## config.mk

```make
export PLATFORM = sky130hd
export DESIGN_NAME = reg_trace_buf
export DESIGN_NICKNAME = d
export VERILOG_FILES = /design/src/rtl/reg_trace_buf.sv
export SDC_FILE = /design/constraint.sdc
export NUM_CORES = 1
export LEC_CHECK = 0
export ABC_AREA = 1
export CORE_MARGIN = 3
export CORE_UTILIZATION = 35
export DETAILED_ROUTE_END_ITERATION = 16
export DONT_BUFFER_PORTS = 1
export GPL_TIMING_DRIVEN = 1
export PLACE_DENSITY_LB_ADDON = 0.05
export SLEW_MARGIN = 20
export SYNTH_ARGS = -nofsm -noshare
export SYNTH_HDL_FRONTEND = slang
export SYNTH_SLANG_ARGS = --single-unit
```

## constraint.sdc

```tcl
create_clock -name clk -period 5.4 [get_ports clk]
set_input_delay 0.54 -clock clk [delete_from_list [all_inputs] [get_ports clk]]
set_output_delay 0.54 -clock clk [all_outputs]
set_load 0.02 [all_outputs]
```

## src/rtl/reg_trace_buf.sv

```systemverilog
// Register-write trace buffer: captures watched register-file writes with a
// timestamp into a show-ahead FIFO. Supports drop-newest or overwrite-oldest
// when full, a saturating lost-entry counter and a synchronous flush.
module reg_trace_buf #(
  parameter int unsigned XLEN       = 32,
  parameter int unsigned DEPTH      = 16,
  parameter int unsigned TS_W       = 16,
  parameter logic [31:0] WATCH_MASK = 32'h0000_001E
) (
  input  logic                     clk,
  input  logic                     rst,
  input  logic                     en,
  input  logic                     wrap_mode,
  input  logic                     clear,
  input  logic                     wb_valid,
  input  logic [4:0]               wb_addr,
  input  logic [XLEN-1:0]          wb_data,
  output logic                     out_valid,
  input  logic                     out_ready,
  output logic [4:0]               out_addr,
  output logic [XLEN-1:0]          out_data,
  output logic [TS_W-1:0]          out_time,
  output logic [$clog2(DEPTH):0]   count,
  output logic [15:0]              drop_cnt
);

  localparam int unsigned AW = $clog2(DEPTH);
  localparam int unsigned CW = AW + 1;

  typedef struct packed {
    logic [4:0]      addr;
    logic [XLEN-1:0] data;
    logic [TS_W-1:0] ts;
  } entry_t;

  entry_t          mem [DEPTH];
  logic [AW-1:0]   wptr, rptr, wptr_n, rptr_n;
  logic [CW-1:0]   count_n;
  logic [15:0]     drop_n;
  logic [TS_W-1:0] ts;
  logic            cap_c, full_c, pop_c, wr_c;
  entry_t          new_c, head_n;

  // Next-state computation for pointers, occupancy, drop counter and head entry
  always_comb begin
    cap_c   = en && wb_valid && (wb_addr != 5'd0) && WATCH_MASK[wb_addr];
    full_c  = (count == CW'(DEPTH));
    pop_c   = out_valid && out_ready;
    new_c   = '{addr: wb_addr, data: wb_data, ts: ts};
    wr_c    = 1'b0;
    wptr_n  = wptr;
    rptr_n  = rptr;
    count_n = count;
    drop_n  = drop_cnt;
    head_n  = '0;
    if (clear) begin
      wptr_n  = '0;
      rptr_n  = '0;
      count_n = '0;
      drop_n  = '0;
    end else begin
      if (pop_c) rptr_n = rptr + AW'(1);
      if (cap_c) begin
        if (!full_c || pop_c) begin
          wr_c   = 1'b1;
          wptr_n = wptr + AW'(1);
          if (!pop_c) count_n = count + CW'(1);
        end else begin
          // Full with no pop: either overwrite the oldest entry or discard the new one
          if (wrap_mode) begin
            wr_c   = 1'b1;
            wptr_n = wptr + AW'(1);
            rptr_n = rptr + AW'(1);
          end
          if (drop_cnt != 16'hFFFF) drop_n = drop_cnt + 16'd1;
        end
      end else if (pop_c) begin
        count_n = count - CW'(1);
      end
    end
    // The new head may be the entry being written this cycle (bypass the array)
    if (count_n != '0) head_n = (wr_c && (rptr_n == wptr)) ? new_c : mem[rptr_n];
  end

  // Entry storage; needs no reset since the head registers gate visibility
  always_ff @(posedge clk) begin
    if (wr_c) mem[wptr] <= new_c;
  end

  // Control state, timestamp and registered head outputs
  always_ff @(posedge clk or posedge rst) begin
    if (rst) begin
      ts        <= '0;
      wptr      <= '0;
      rptr      <= '0;
      count     <= '0;
      drop_cnt  <= '0;
      out_valid <= 1'b0;
      out_addr  <= '0;
      out_data  <= '0;
      out_time  <= '0;
    end else begin
      ts        <= ts + TS_W'(1);
      wptr      <= wptr_n;
      rptr      <= rptr_n;
      count     <= count_n;
      drop_cnt  <= drop_n;
      out_valid <= (count_n != '0);
      out_addr  <= head_n.addr;
      out_data  <= head_n.data;
      out_time  <= head_n.ts;
    end
  end

endmodule

```

### Yosys cells after proc, flatten, opt, wreduce, memory -nomap -nowiden

Memories as Yosys holds them, arrays and structs flattened.
Index checks and enable logic that the tools add are counted.

| word-level totals | value |
|---|---|
| register bits after elaboration | 99 |
| memory bits (writable) | 848 |
| bits in read-only memories | 32 |
| output and inout bits | 75 |
| word-level logic and storage cells | 63 |
| memories | 2 |

Memory list:

| name | words | bits a word | rd ports | clocked after Yosys merged registers in | wr ports | line | source |
|---|---|---|---|---|---|---|---|
| mem | 16 | 53 | 1 | 0 | 1 | 36 | `entry_t mem [DEPTH];` |
| (no name shown) | 32 | 1 | 1 | 0 | 0 | 46 | `cap_c = en && wb_valid && (wb_addr != 5'd0) && WATCH_MASK[wb_addr];` |

| operators by class | value |
|---|---|
| $add $sub $neg | 6 |
| order comparisons | 1 |
| eq/ne operators | 4 |
| muxes and demuxes | 27 |
| reductions and logical operators | 14 |

Operators with widths:

| cell | number |
|---|---|
| $mux 53 | 2 |
| $mux 16 | 4 |
| $mux 4 | 9 |
| $add 16x1->16 const B | 2 |
| $mux 5 | 5 |
| $ne 16x16->1 const B | 1 |
| $reduce_bool 5->1 | 2 |
| $add 4x1->4 const B | 2 |
| $mux 1 | 7 |
| $lt 5x6->1 const B | 1 |
| $add 5x1->5 const B | 1 |
| $eq 5x5->1 const B | 1 |
| $logic_and 1x1->1 | 5 |
| $sub 5x1->5 const B | 1 |
| $eq 4x4->1 | 1 |
| $reduce_bool 2->1 | 2 |
| $reduce_and 3->1 | 1 |
| $reduce_bool 3->1 | 1 |
| $ne 2x2->1 const B | 1 |
| $reduce_and 2->1 | 1 |
| $logic_not 1->1 | 1 |
| $logic_or 1x1->1 | 1 |

### Logic depth before layout (Yosys ltp)

Gate-level depths: netlist (run 1).

| logic depth | value |
|---|---|
| depth in word-level cells | 10 |
| gate-level depth with buffers | 19 |

### Least setup slack after synthesis (run 1)

OpenSTA, ideal clock, no wires.

| path | value |
|---|---|
| kind | input to register |
| start | in clear |
| end | mem mem[11][0] (netlist name), enable pin |
| library setup time | 0.464 ns |
| arrival time | 3.786 ns |
| setup slack | 1.150 ns |
| cell stages on the path | 6 |
| buffers on the path | 3 |
| path through | buf_2 -> inv_2 -> clkbuf_1 -> clkbuf_1 -> nand2_1 -> nor2_1 |

| on the way | value |
|---|---|
| longest elaborated chain between the ends | 3 |

Ends and longest elaborated chain:

| element | line | source |
|---|---|---|
| from (decl) | 14 | `input logic clear,` |
| $mux 1 | 56 | `if (clear) begin` |
| $mux 1 | 87 | `if (wr_c) mem[wptr] <= new_c;` |
| $mux 1 (not written as such) | 87 |  |
| to (decl) | 36 |  |

No other way between the ends.

==> out/metrics.json, run 1 <==
{
  "power_leakage": {"value": 16.0, "unit": "nW"},
  "chipWidth": {"value": 345, "unit": "um"},
  "layout_min_cycle_time": {"value": 4.07, "unit": "ns"},
  "die_height": {"value": 345, "unit": "um"},
  "synth-main-ff-cell": {"value": "edfxtp_1"},
  "viasPerCell": {"value": 5.65},
  "largest_net_degree_at_the_start_of_global_routing": {"value": 199},
  "synthDominantAreaCellType": {"value": "edfxtp_1"},
  "clockRootBuffer": {"value": "clkbuf_16"},
  "holdCritStartpoint": {"value": "clear"},
  "netlist_area": {"value": 40200, "unit": "sq um"},
  "drtPass1Iterations": {"value": 7},
  "tightestPinTransition": {"value": 1.17, "unit": "ns"},
  "syn_avg_cell_area": {"value": 11.8, "unit": "sq um"},
  "clock_tree_from_tritoncts": {"value": "yes"},
  "timing.reg2reg.setup_slack": {"value": 1.33, "unit": "ns"},
  "wl_per_cell": {"value": 26.6, "unit": "um"},
  "ys_warn_count": {"value": 0},
  "dp_hpwl": {"value": 61000, "unit": "um"},
  "grt_first_pass_wirelength": {"value": 192000, "unit": "um"},
  "critical_path.max_fanout": {"value": 70},
  "synth.ff_latch_count": {"value": 947},
  "synth.top_cell.area_share": {"value": 63.4, "unit": "%"},
  "timing.hold.ws": {"value": 0.0804, "unit": "ns"},
  "final_worst_path_cycle_share": {"value": 75.4, "unit": "%"},
  "cts_num_sinks": {"value": 947},
  "portBuffers": {"value": 0},
  "start_kind": {"value": "register"},
  "route.final.wire_length": {"value": 131000, "unit": "um"},
  "cts-resized-gates": {"value": 0},
  "grt_setup_unrepaired": {"value": "false"},
  "outcome": {"value": "complete, no violations"},
  "gate_count_of_the_mapped_netlist": {"value": 3404},
  "overall_die_area": {"value": 119000, "unit": "sq um"},
  "maxSlewHeadroom": {"value": 21.9, "unit": "%"},
  "drv_cap": {"value": 0},
  "vdd.ir_drop.worst": {"value": 0.324, "unit": "mV"},
  "synth_sequential_area_ratio": {"value": 69.5, "unit": "%"},
  "worst_r2r_end": {"value": "out_time[11]$_DFF_PP0_"},
  "num_io_pins": {"value": 119},
  "clk-insertion-delay-late": {"value": 0.69, "unit": "ns"},
  "most_area_consuming_cells_after_synthesis": {"value": "edfxtp_1 63%, nand3_1 10%, nand4_1 6.6%, dfrtp_1 6.2%, nand2_1 5.9%"},
  "drc_errors": {"value": 0},
  "fin_tns_setup": {"value": 0, "unit": "ns"},
  "setup_viol": {"value": 0},
  "ff_to_ff_path_depth": {"value": 17},
  "critPathKind": {"value": "register to register"},
  "synth_common_cells": {"value": "848 x edfxtp_1, 815 x nand3_1, 628 x nand2_1"},
  "post-synth-top-count-cell": {"value": "edfxtp_1"},
  "critPathRequiredTime": {"value": 6.00, "unit": "ns"},
  "finish.net_count": {"value": 3390},
  "cp_data_arrival_time": {"value": 4.67, "unit": "ns"},
  "synth_enable_flop_cells": {"value": 848},
  "routed-via-count": {"value": 27800},
  "clkSlewWorstSetupHoldPaths": {"value": 0.06, "unit": "ns"},
  "place_congestion": {"value": 0.772},
  "drt_initial_violations": {"value": 2412},
  "final_layout_size_suffix_gt1_share": {"value": 8.72, "unit": "%"},
  "synthArstFlopShare": {"value": 10.5, "unit": "%"},
  "grt_antenna_before_repair": {"value": 1},
  "clockBufferDepth": {"value": 3},
  "timing.hold.worst_path_depth": {"value": 3},
  "grt.total_usage": {"value": 21.9, "unit": "%"},
  "number_of_hold_violations_in_the_final_report": {"value": 0},
  "critical_path.endpoint_type": {"value": "register"},
  "via_count_of_the_first_global_routing_pass": {"value": 27300},
  "design.core.area": {"value": 113000, "unit": "sq um"},
  "post_drt_antenna_nets": {"value": 0},
  "pwr_density_cell": {"value": 420, "unit": "nW/um^2"},
  "yosysUniqueCellTypes": {"value": 38},
  "synthToLayoutAreaGrowth": {"value": 13.0, "unit": "%"},
  "fin_worst_skew": {"value": 0.0134, "unit": "ns"},
  "initial_standard_cell_utilization_of_the_core": {"value": 35.5, "unit": "%"},
  "classification_of_the_worst_slack_hold_path": {"value": "primary input to register"},
  "cts_made_buffers": {"value": 108},
  "grt_overflow": {"value": 0},
  "r2r-start": {"value": "out_valid$_DFF_PP0_"},
  "holdPathEnd": {"value": "wptr[0]$_DFFE_PP0P_"},
  "finalMaxSlewViolations": {"value": 0},
  "finalCoreUtilization": {"value": 40.1, "unit": "%"},
  "achievable-frequency": {"value": 246, "unit": "MHz"},
  "ctsHtreeMaxLevel": {"value": 3},
  "rows": {"value": 123},
  "synth_nets": {"value": 3458},
  "antennaDiodeCount": {"value": 0}
}
-- cells by family (layout without fill, tap and decap cells) --
family                     after synthesis  in the layout  synth area share [%]
and+or+nand+nor                       1953           1953                  23.8
buffers and inverters                  388            412                  4.41
xor gates and xnor gates                16             16                 0.349
AOI/OAI and AO/OA                       90             90                  1.63
DFF                                    947            947                  69.5
adders and majority gates               10             10                 0.311
-- through the flow --
step,area [sq um],total power [mW],worst slack (ns),std cells
2_1_floorplan,40200,11.1,1.15,3404
3_5_place_dp,41700,12.2,1.27,4686
6_report,45400,19.1,1.33,4928
5_1_grt,45400,20.0,0.967,4928
4_1_cts,45400,19.3,1.27,4927
3_3_place_gp,41700,12.2,1.31,4686
-- where the power goes --
group	total, mW	switching (mW)	internal, mW
registers	8.55	0.404	8.15
clock network	6.96	2.92	4.04
logic	3.58	2.58	0.999
-- metal layers --
metal,GRT usage (%),up-vias,routed length [um]
li1,-,12500,-
met1,30.6,14200,58500
met2,35.3,896,62000
met3,3.43,216,6910
met4,6.27,0,3630
met5,0,-,0
-- worst max-delay path: stages, from the launching register on --
cell     delay, ns
dfrtp_1       0.47
nand2_1       0.30
nand2_1       0.09
nand2_1       0.21
nand2_1       0.08
nand2_1       0.07
nand2_1       0.04
nand2_1       0.15
nand2_8       0.36
nand3_4       0.32
buf_4         0.66
buf_4         0.52
nand2_1       0.10
nand3_1       0.08
nand3_1       0.09
nand3_1       0.12
nand2_1       0.08
a21oi_2       0.13
-- worst max-delay path by stage --
stage / from / endpoint / slack, ns / depth (start not counted)
finish: out_valid$_DFF_PP0_ / out_time[11]$_DFF_PP0_ / 1.33 / 17
global route: out_valid$_DFF_PP0_ / out_time[11]$_DFF_PP0_ / 0.97 / 17
CTS: out_valid$_DFF_PP0_ / out_time[11]$_DFF_PP0_ / 1.27 / 17
detailed placement: out_ready / out_time[11]$_DFF_PP0_ / 1.27 / 17
global placement: out_ready / out_time[11]$_DFF_PP0_ / 1.31 / 17
floorplan: clear / mem[11][0]$_DFFE_PP_ / 1.15 / 6
-- cells in the final DEF (no fill, tap or decap), types with 3 or more instances in the layout --
master         count
buf_4             47
nand3_4            5
a21oi_1           15
nand2_1          628
clkinv_2          10
nand3_1          815
buf_12            23
dlygate4sd3_1     39
inv_6              6
clkbuf_16        110
nand4_1          427
a21oi_2           50
inv_1             92
bufinv_16          5
clkinv_1          26
inv_2              3
nor2_4            18
nor3_1            18
clkbuf_1          42
o21ai_1            3
nor2_1            27
dfrtp_1           99
ha_1              10
clkbuf_8           5
xor2_1            15
edfxtp_1         848
o21ai_0           15
-- timing repair --
item,CTS,global route
hold endpoints to repair,656,0
hold buffers,39,0
buffers inserted,0,0
-- area by class of cell --
class,count,area [sq um]
clock buffers,157,2980
clock inverters,45,344
fillers,10800,67800
inverters,100,397
multi-input cells,2069,10700
flip-flops and latches,947,27900
well taps,1500,1880
repair buffers,110,1230
-- flip-flops by register name, summed over array words and instances (netlist names) --
name / flops
count: 5
drop_cnt: 16
mem: 848
out_addr: 5
out_data: 32
out_time: 16
out_valid: 1
rptr: 4
ts: 16
wptr: 4
Note: power is estimated with default switching activity, not from simulation.
==> run 2: changes to the inputs <==
clock period = 3.5 ns   (was 5.4 ns; I/O delays follow)
==> run 2 against run 1 <==
  * Worst hold slack better by 0.0083 ns
  * Largest cell class unchanged
  * Core utilization up 0.61 points
  * Critical path depth down 1
  * Routed wire length down 1.1%
  * Power up 55%
==> out/metrics.json, run 2 (synthesis gave the netlist of run 1 again) <==
{
  "cpPeakStageDelay": {"value": 0.45, "unit": "ns", "change": "-0.21 ns"},
  "post_drt_antenna_nets": {"value": 0, "change": "unchanged"},
  "cts_made_buffers": {"value": 107, "change": "-0.93%"},
  "registers.top_by_ff_count": {"value": "mem"},
  "critPathBufInv": {"value": 3, "change": "+1"},
  "finish.net_count": {"value": 3430, "change": "+1.2%"},
  "number_of_hold_violations_in_the_final_report": {"value": 0, "change": "unchanged"},
  "clockBufferDepth": {"value": 3, "change": "unchanged"},
  "power.internal": {"value": 20.4, "unit": "mW", "change": "+55%"},
  "grt_setup_unrepaired": {"value": "false"},
  "initial_standard_cell_utilization_of_the_core": {"value": 35.5, "unit": "%", "change": "unchanged"},
  "critPathRequiredTime": {"value": 4.11, "unit": "ns", "change": "-1.89 ns"},
  "critPathMostFrequentCell": {"value": "nand2_1"},
  "post-place-cells": {"value": 4728, "change": "+0.90%"},
  "met1_usage": {"value": 29.3, "unit": "%", "change": "-1.4 points"},
  "global_route.peak_usage_layer": {"value": "met2"},
  "achievable-frequency": {"value": 307, "unit": "MHz", "change": "+25%"},
  "critical-path-slowest-cell": {"value": "buf_8"},
  "overall_die_area": {"value": 119000, "unit": "sq um", "change": "unchanged"},
  "route.final.wire_length": {"value": 130000, "unit": "um", "change": "-1.1%"},
  "met3_usage": {"value": 3.28, "unit": "%", "change": "-0.15 points"},
  "drtPass1Iterations": {"value": 6, "change": "-1"},
  "power.share.combinational": {"value": 19.7, "unit": "%", "change": "+0.9 points"},
  "setup_viol": {"value": 0, "change": "unchanged"},
  "power_leakage": {"value": 16.4, "unit": "nW", "change": "+2.3%"},
  "synthToLayoutAreaGrowth": {"value": 14.7, "unit": "%"},
  "clkSlewWorstSetupHoldPaths": {"value": 0.06, "unit": "ns", "change": "about the same"},
  "power.sequential.fraction": {"value": 44.5, "unit": "%", "change": "-0.3 points"},
  "cts_num_sinks": {"value": 947, "change": "unchanged"},
  "die_height": {"value": 345, "unit": "um", "change": "unchanged"},
  "chipWidth": {"value": 345, "unit": "um", "change": "unchanged"},
  "ctsHtreeMaxLevel": {"value": 3, "change": "unchanged"},
  "routed-via-count": {"value": 27900, "change": "+0.40%"},
  "reg_top3": {"value": "mem (848), out_data (32)"},
  "grt.met2_usage": {"value": 36.5, "unit": "%", "change": "+1.1 points"},
  "design.core.area": {"value": 113000, "unit": "sq um", "change": "unchanged"},
  "classification_of_the_worst_slack_hold_path": {"value": "primary input to register"},
  "vdd.ir_drop.worst": {"value": 0.453, "unit": "mV", "change": "+40%"},
  "outcome": {"value": "complete, no violations"},
  "tightestPinTransition": {"value": 1.26, "unit": "ns", "change": "+0.0879 ns"},
  "maxSlewHeadroom": {"value": 16.0, "unit": "%", "change": "-5.9 points"},
  "start_kind": {"value": "register"},
  "largest_net_degree_at_the_start_of_global_routing": {"value": 186, "change": "-6.5%"},
  "viasPerCell": {"value": 5.62, "change": "-0.41%"},
  "grt_antenna_before_repair": {"value": 3, "change": "+2"},
  "layout_commonest_cell": {"value": "edfxtp_1"},
  "fin_worst_skew": {"value": 0.0230, "unit": "ns", "change": "+0.00957 ns"},
  "critical_path.endpoint_type": {"value": "register"},
  "clockRootBuffer": {"value": "clkbuf_16"},
  "via_count_of_the_first_global_routing_pass": {"value": 28100, "change": "+3.1%"},
  "cts.repair_timing.setup_buffer_count": {"value": 0, "change": "unchanged"},
  "final_layout_size_suffix_gt1_share": {"value": 10.2, "unit": "%", "change": "+1.4 points"},
  "critical_path.max_fanout": {"value": 139, "change": "+99%"},
  "critPathKind": {"value": "register to register"},
  "grt_first_pass_wirelength": {"value": 191000, "unit": "um", "change": "-0.38%"},
  "finalMaxSlewViolations": {"value": 0, "change": "unchanged"},
  "drc_errors": {"value": 0, "change": "unchanged"},
  "clk-insertion-delay-late": {"value": 0.69, "unit": "ns", "change": "about the same"},
  "pwr_density_cell": {"value": 642, "unit": "nW/um^2", "change": "+53%"},
  "place_congestion": {"value": 0.767, "change": "-0.54%"},
  "wl_per_cell": {"value": 26.1, "unit": "um", "change": "-1.9%"},
  "grt.total_usage": {"value": 21.6, "unit": "%", "change": "-0.26 points"},
  "final_worst_path_cycle_share": {"value": 93.0, "unit": "%", "change": "+18 points"},
  "largest_register_ff_count": {"value": 848, "change": "unchanged"},
  "dp_hpwl": {"value": 63400, "unit": "um", "change": "+4.0%"},
  "rows": {"value": 123, "change": "unchanged"},
  "finalCoreUtilization": {"value": 40.7, "unit": "%", "change": "+0.61 points"},
  "grt_overflow": {"value": 0, "change": "unchanged"},
  "clock_tree_from_tritoncts": {"value": "yes"},
  "p_clk_share": {"value": 35.8, "unit": "%", "change": "-0.7 points"},
  "critical_path.top_delay_family": {"value": "simple AND/OR/NAND/NOR gates"},
  "mostFrequentLayoutCells": {"value": "848 x edfxtp_1, 815 x nand3_1, 628 x nand2_1"},
  "drt_initial_violations": {"value": 2357, "change": "-2.3%"},
  "layout_min_cycle_time": {"value": 3.25, "unit": "ns", "change": "-0.818 ns"},
  "power.switching_fraction": {"value": 31.0, "unit": "%", "change": "+0.069 points"},
  "finish.cell_count_without_fillers": {"value": 4968, "change": "+0.81%"},
  "num_io_pins": {"value": 119, "change": "unchanged"},
  "cp_data_arrival_time": {"value": 3.87, "unit": "ns", "change": "-0.80 ns"},
  "portBuffers": {"value": 0, "change": "unchanged"},
  "p_switching": {"value": 9.19, "unit": "mW", "change": "+55%"},
  "drv_cap": {"value": 0, "change": "unchanged"},
  "crit_path_cell_trace": {"value": "inv_1 -> ha_1 -> nand3_2 -> nor2_4 -> nand2_1 -> nand2_1 -> nand2_8 -> nand3_4 -> buf_16 -> buf_8 -> nand2_1 -> nand3_1 -> nand3_1 -> nand3_1 -> nand2_1 -> a21oi_2"}
}
run 2: layout make-up:
cell class	instances	area, sq um
antenna	2	5.00
fill	10700	67100
clock buffer	148	2920
clock inverter	51	379
multi-input combinational	2069	10700
inverter	100	397
timing repair buffer	151	1940
sequential	947	27900
tap	1500	1880
run 2: worst reg2reg max path: stages (launching register included):
cell and delay (ns):
dfrtp_1 0.37, inv_1 0.14, ha_1 0.20, nand3_2 0.12, nor2_4 0.16, nand2_1 0.08
nand2_1 0.17, nand2_8 0.10, nand3_4 0.12, buf_16 0.35, buf_8 0.72, nand2_1 0.17
nand3_1 0.11, nand3_1 0.08, nand3_1 0.11, nand2_1 0.08, a21oi_2 0.11
run 2: timing repair:
| action | 4_1_cts | 5_1_grt |
|---|---|---|
| endpoints found under the setup margin | 3 | 165 |
| endpoints found under the hold margin | 709 | 0 |
| hold buffers | 39 | 0 |
| resized for setup | 1 | 6 |
run 2: layer usage:
metal / vias up / part of all wire, %
li1: 12600 / -
met1: 14300 / 44
met2: 875 / 48
met3: 194 / 5.2
met4: 2 / 2.2
met5: - / 0.010
run 2: path summary, 6_finish.rpt:
path                                      from                        to  slack, ns  cells past startpoint
max reg2reg                 count[0]$_DFF_PP0_     out_time[6]$_DFF_PP0_       0.25                     16
min reg2reg                wptr[2]$_DFFE_PP0P_       wptr[2]$_DFFE_PP0P_       0.60                      1
min                                  wrap_mode       wptr[0]$_DFFE_PP0P_       0.09                      3
max in group asynchronous                  rst     out_data[2]$_DFF_PP0_       2.38                      3
max                         count[0]$_DFF_PP0_     out_time[6]$_DFF_PP0_       0.25                     16
min in group asynchronous                  rst  drop_cnt[11]$_DFFE_PP0P_       0.26                      2
run 2: through the flow:
stage	total power [mW]	TNS, ns	worst slack [ns]	area, sq um	hold WS [ns]
2_1_floorplan	17.1	-562.14	-0.678	40200	0.449
3_3_place_gp	19.2	0	0.196	42400	0.409
3_5_place_dp	19.2	0	0.00352	42400	0.418
4_1_cts	30.0	0	0.0404	46100	0.0271
5_1_grt	31.0	0	0.0223	46100	0.125
6_report	29.6	0	0.246	46100	0.0887
run 2: power by group through the flow:
stage | Combinational, mW | Clock (mW) | Sequential, mW
3_3_place_gp | 5.69 | 0 | 13.5
5_1_grt | 6.44 | 11.3 | 13.2
3_5_place_dp | 5.75 | 0 | 13.4
2_1_floorplan | 3.87 | 0 | 13.3
4_1_cts | 5.90 | 10.9 | 13.2
6_report | 5.83 | 10.6 | 13.2
==> run 3: changes to the inputs <==
CORE_MARGIN = default   (was 3)
==> run 3 against run 2 <==
  * Routed wire length shrank 2.2%
  * Non-clock buffer count grew 7
  * Core utilization grew 0.12 points
  * Power grew 1.6%
  * Combinational power is essentially flat
  * Clock skew grew 0.0054 ns
  * Clock power grew 5%
==> out/metrics.json, run 3 (synthesis gave the netlist of run 1 again) <==
{
  "largest_net_degree_at_the_start_of_global_routing": {"value": 168, "change": "-9.7%"},
  "finish.net_count": {"value": 3437, "change": "+0.20%"},
  "layout_min_cycle_time": {"value": 3.14, "unit": "ns", "change": "-0.115 ns"},
  "mostFrequentLayoutCells": {"value": "848 x edfxtp_1, 815 x nand3_1, 628 x nand2_1"},
  "grt_antenna_before_repair": {"value": 1, "change": "-2"},
  "critPathMostFrequentCell": {"value": "nand2_1"},
  "clockBufferDepth": {"value": 3, "change": "unchanged"},
  "ctsHtreeMaxLevel": {"value": 3, "change": "unchanged"},
  "grt_setup_unrepaired": {"value": "false"},
  "viasPerCell": {"value": 5.58, "change": "-0.84%"},
  "critical_path.endpoint_type": {"value": "register"},
  "clock_tree_from_tritoncts": {"value": "yes"},
  "worst_setup_path_startpoint": {"value": "out_valid$_DFF_PP0_"},
  "layout_commonest_cell": {"value": "edfxtp_1"},
  "maxSlewHeadroom": {"value": 28.6, "unit": "%", "change": "+13 points"},
  "power.sequential.fraction": {"value": 43.9, "unit": "%", "change": "-0.6 points"},
  "final_worst_path_cycle_share": {"value": 89.7, "unit": "%", "change": "-3.3 points"},
  "power.switching_fraction": {"value": 30.8, "unit": "%", "change": "-0.24 points"},
  "portBuffers": {"value": 0, "change": "unchanged"},
  "design.core.area": {"value": 113000, "unit": "sq um", "change": "-0.14%"},
  "p_switching": {"value": 9.27, "unit": "mW", "change": "+0.82%"},
  "cpPeakStageDelay": {"value": 0.54, "unit": "ns", "change": "+0.09 ns"},
  "fin_worst_skew": {"value": 0.0283, "unit": "ns", "change": "+0.00540 ns"},
  "overall_die_area": {"value": 116000, "unit": "sq um", "change": "-2.3%"},
  "critical-path-slowest-cell": {"value": "buf_4"},
  "critPathKind": {"value": "register to register"},
  "holdCritStartpoint": {"value": "out_ready"},
  "placed_area": {"value": 42300, "unit": "sq um", "change": "-0.24%"},
  "route.final.wire_length": {"value": 127000, "unit": "um", "change": "-2.2%"},
  "clockRootBuffer": {"value": "clkbuf_16"},
  "r2r-start": {"value": "out_valid$_DFF_PP0_"},
  "achievable-frequency": {"value": 319, "unit": "MHz", "change": "+3.7%"},
  "grt.total_usage": {"value": 21.5, "unit": "%", "change": "-0.080 points"},
  "power.share.combinational": {"value": 19.3, "unit": "%", "change": "-0.4 points"},
  "power.internal": {"value": 20.8, "unit": "mW", "change": "+2.0%"},
  "rows": {"value": 123, "change": "unchanged"},
  "place_congestion": {"value": 0.777, "change": "+1.2%"},
  "cp_data_arrival_time": {"value": 3.77, "unit": "ns", "change": "-0.10 ns"},
  "post_drt_antenna_nets": {"value": 0, "change": "unchanged"},
  "vdd.ir_drop.worst": {"value": 0.435, "unit": "mV", "change": "-4.0%"},
  "grt_first_pass_wirelength": {"value": 186000, "unit": "um", "change": "-2.5%"},
  "die_height": {"value": 341, "unit": "um", "change": "-1.2%"},
  "critical_path_depth": {"value": 17, "change": "+1"},
  "worst_r2r_end": {"value": "out_data[12]$_DFF_PP0_"},
  "classification_of_the_worst_slack_hold_path": {"value": "primary input to register"},
  "largest_register_ff_count": {"value": 848, "change": "unchanged"},
  "initial_standard_cell_utilization_of_the_core": {"value": 35.5, "unit": "%", "change": "+0.048 points"},
  "finalMaxSlewViolations": {"value": 0, "change": "unchanged"},
  "post-layout-total-power": {"value": 30.1, "unit": "mW", "change": "+1.6%"},
  "cts_made_buffers": {"value": 107, "change": "unchanged"},
  "crit_path_cell_trace": {"value": "nand2_1 -> nand2_1 -> nand2_1 -> nand2_1 -> nand2_1 -> nand2_1 -> nand2_1 -> nand2_8 -> nand3_4 -> buf_12 -> buf_4 -> nand2_1 -> nand3_1 -> nand3_1 -> nand3_1 -> nand2_1 -> a21oi_2"},
  "power_leakage": {"value": 16.4, "unit": "nW", "change": "+0.29%"},
  "start_kind": {"value": "register"},
  "ff_to_ff_path_depth": {"value": 17, "change": "+1"},
  "critical_path.top_delay_family": {"value": "simple AND/OR/NAND/NOR gates"},
  "wl_per_cell": {"value": 25.5, "unit": "um", "change": "-2.3%"},
  "critical_path.max_fanout": {"value": 73, "change": "-47%"},
  "registers.top_by_ff_count": {"value": "mem"},
  "number_of_hold_violations_in_the_final_report": {"value": 0, "change": "unchanged"},
  "routed-via-count": {"value": 27700, "change": "-0.74%"},
  "chipWidth": {"value": 341, "unit": "um", "change": "-1.2%"},
  "finalCoreUtilization": {"value": 40.8, "unit": "%", "change": "+0.12 points"},
  "p_clk_share": {"value": 36.8, "unit": "%", "change": "+1.0 points"},
  "drv_cap": {"value": 0, "change": "unchanged"},
  "dp_hpwl": {"value": 63400, "unit": "um", "change": "about the same"},
  "via_count_of_the_first_global_routing_pass": {"value": 27100, "change": "-3.8%"},
  "cts_num_sinks": {"value": 947, "change": "unchanged"},
  "critPathRequiredTime": {"value": 4.13, "unit": "ns", "change": "+0.02 ns"},
  "critPathCapture": {"value": "out_data[12]$_DFF_PP0_"},
  "drt_initial_violations": {"value": 2422, "change": "+2.8%"},
  "num_io_pins": {"value": 119, "change": "unchanged"},
  "antennaDiodeCount": {"value": 0, "change": "-2"},
  "setup_viol": {"value": 0, "change": "unchanged"},
  "critPathBufInv": {"value": 2, "change": "-1"},
  "reg_top3": {"value": "mem (848), out_data (32)"},
  "drtPass1Iterations": {"value": 6, "change": "unchanged"},
  "timing.reg2reg.setup_slack": {"value": 0.36, "unit": "ns", "change": "+0.12 ns"},
  "final_layout_size_suffix_gt1_share": {"value": 10.4, "unit": "%", "change": "+0.24 points"},
  "clk-insertion-delay-late": {"value": 0.69, "unit": "ns", "change": "about the same"},
  "grt_overflow": {"value": 0, "change": "unchanged"},
  "tightestPinTransition": {"value": 1.07, "unit": "ns", "change": "-0.189 ns"},
  "pwr_density_cell": {"value": 652, "unit": "nW/um^2", "change": "+1.4%"},
  "synthToLayoutAreaGrowth": {"value": 14.9, "unit": "%"},
  "outcome": {"value": "complete, no violations"},
  "clkSlewWorstSetupHoldPaths": {"value": 0.06, "unit": "ns", "change": "about the same"},
  "drc_errors": {"value": 0, "change": "unchanged"},
  "finalInstanceArea": {"value": 46200, "unit": "sq um", "change": "+0.16%"}
}
[run 3: cell types whose count changed in the layout (fill, tap and decap cells not counted), sizes merged, moves of 2 or more]
cell | previous run | this run
clkinv | 44 | 30
buf | 112 | 118
clkbuf | 148 | 154
bufinv | 4 | 9
inv | 100 | 104
diode | 2 | 0
[run 3: layout make-up]
| class | count | area (sq um) |
|---|---|---|
| multi-input combinational | 2069 | 10700 |
| timing repair buffer | 158 | 1870 |
| clock buffer | 154 | 2960 |
| clock inverter | 45 | 490 |
| fill | 10600 | 66900 |
| sequential | 947 | 27900 |
| inverter | 100 | 397 |
| tap | 1500 | 1880 |
[run 3: timing repair]
action	4_1_cts	5_1_grt
hold buffers	40	0
endpoints found under the hold margin	719	0
gates resized for setup	0	3
setup buffers	0	3
setup endpoints to repair	0	194
[run 3: per-layer routing]
| metal | wire length, um | share of wire, % | up-vias | track usage, % |
|---|---|---|---|---|
| li1 | - | - | 12600 | - |
| met1 | 56500 | 45 | 14100 | 29.5 |
| met2 | 61000 | 48 | 819 | 35.4 |
| met3 | 6260 | 4.9 | 195 | 3.48 |
| met4 | 3110 | 2.4 | 2 | 5.88 |
| met5 | 8 | 0.0063 | - | 0 |
[run 3: how the worst min path moves through the flow]
stage / slack, ns / end / cells past startpoint
after floorplan: 0.45 / mem[0][16]$_DFFE_PP_ / 0
after global placement: 0.42 / drop_cnt[1]$_DFFE_PP0P_ / 1
after detailed placement: 0.42 / drop_cnt[1]$_DFFE_PP0P_ / 1
after CTS: 0.13 / count[1]$_DFF_PP0_ / 6
after global routing: 0.20 / drop_cnt[0]$_DFFE_PP0P_ / 5
final: 0.19 / count[1]$_DFF_PP0_ / 6
[run 3: power by group through the flow]
stage	Clock (mW)	Combinational, mW	Sequential [mW]
finish	11.1	5.82	13.2
floorplan	0	3.87	13.3
detailed placement	0	5.72	13.5
CTS	11.3	5.87	13.2
global placement	0	5.66	13.5
global route	11.7	6.40	13.2
[run 3: worst reg2reg max path, stage by stage, from the launching register on]
cell and delay, ns:
dfrtp_1 0.37, nand2_1 0.21, nand2_1 0.08, nand2_1 0.23, nand2_1 0.08, nand2_1 0.07
nand2_1 0.05, nand2_1 0.15, nand2_8 0.10, nand3_4 0.13, buf_12 0.35, buf_4 0.60
nand2_1 0.14, nand3_1 0.10, nand3_1 0.07, nand3_1 0.15, nand2_1 0.08, a21oi_2 0.11
[run 3: stage by stage]
stage | setup TNS [ns] | worst slack, ns | hold slack [ns] | cells
after floorplan | -562.14 | -0.678 | 0.449 | 3404
after global routing | 0 | 0.0570 | 0.202 | 4973
after detailed placement | 0 | 0.372 | 0.419 | 4731
after CTS | 0 | 0.0157 | 0.129 | 4970
final | 0 | 0.361 | 0.190 | 4973
after global placement | 0 | 0.319 | 0.419 | 4731
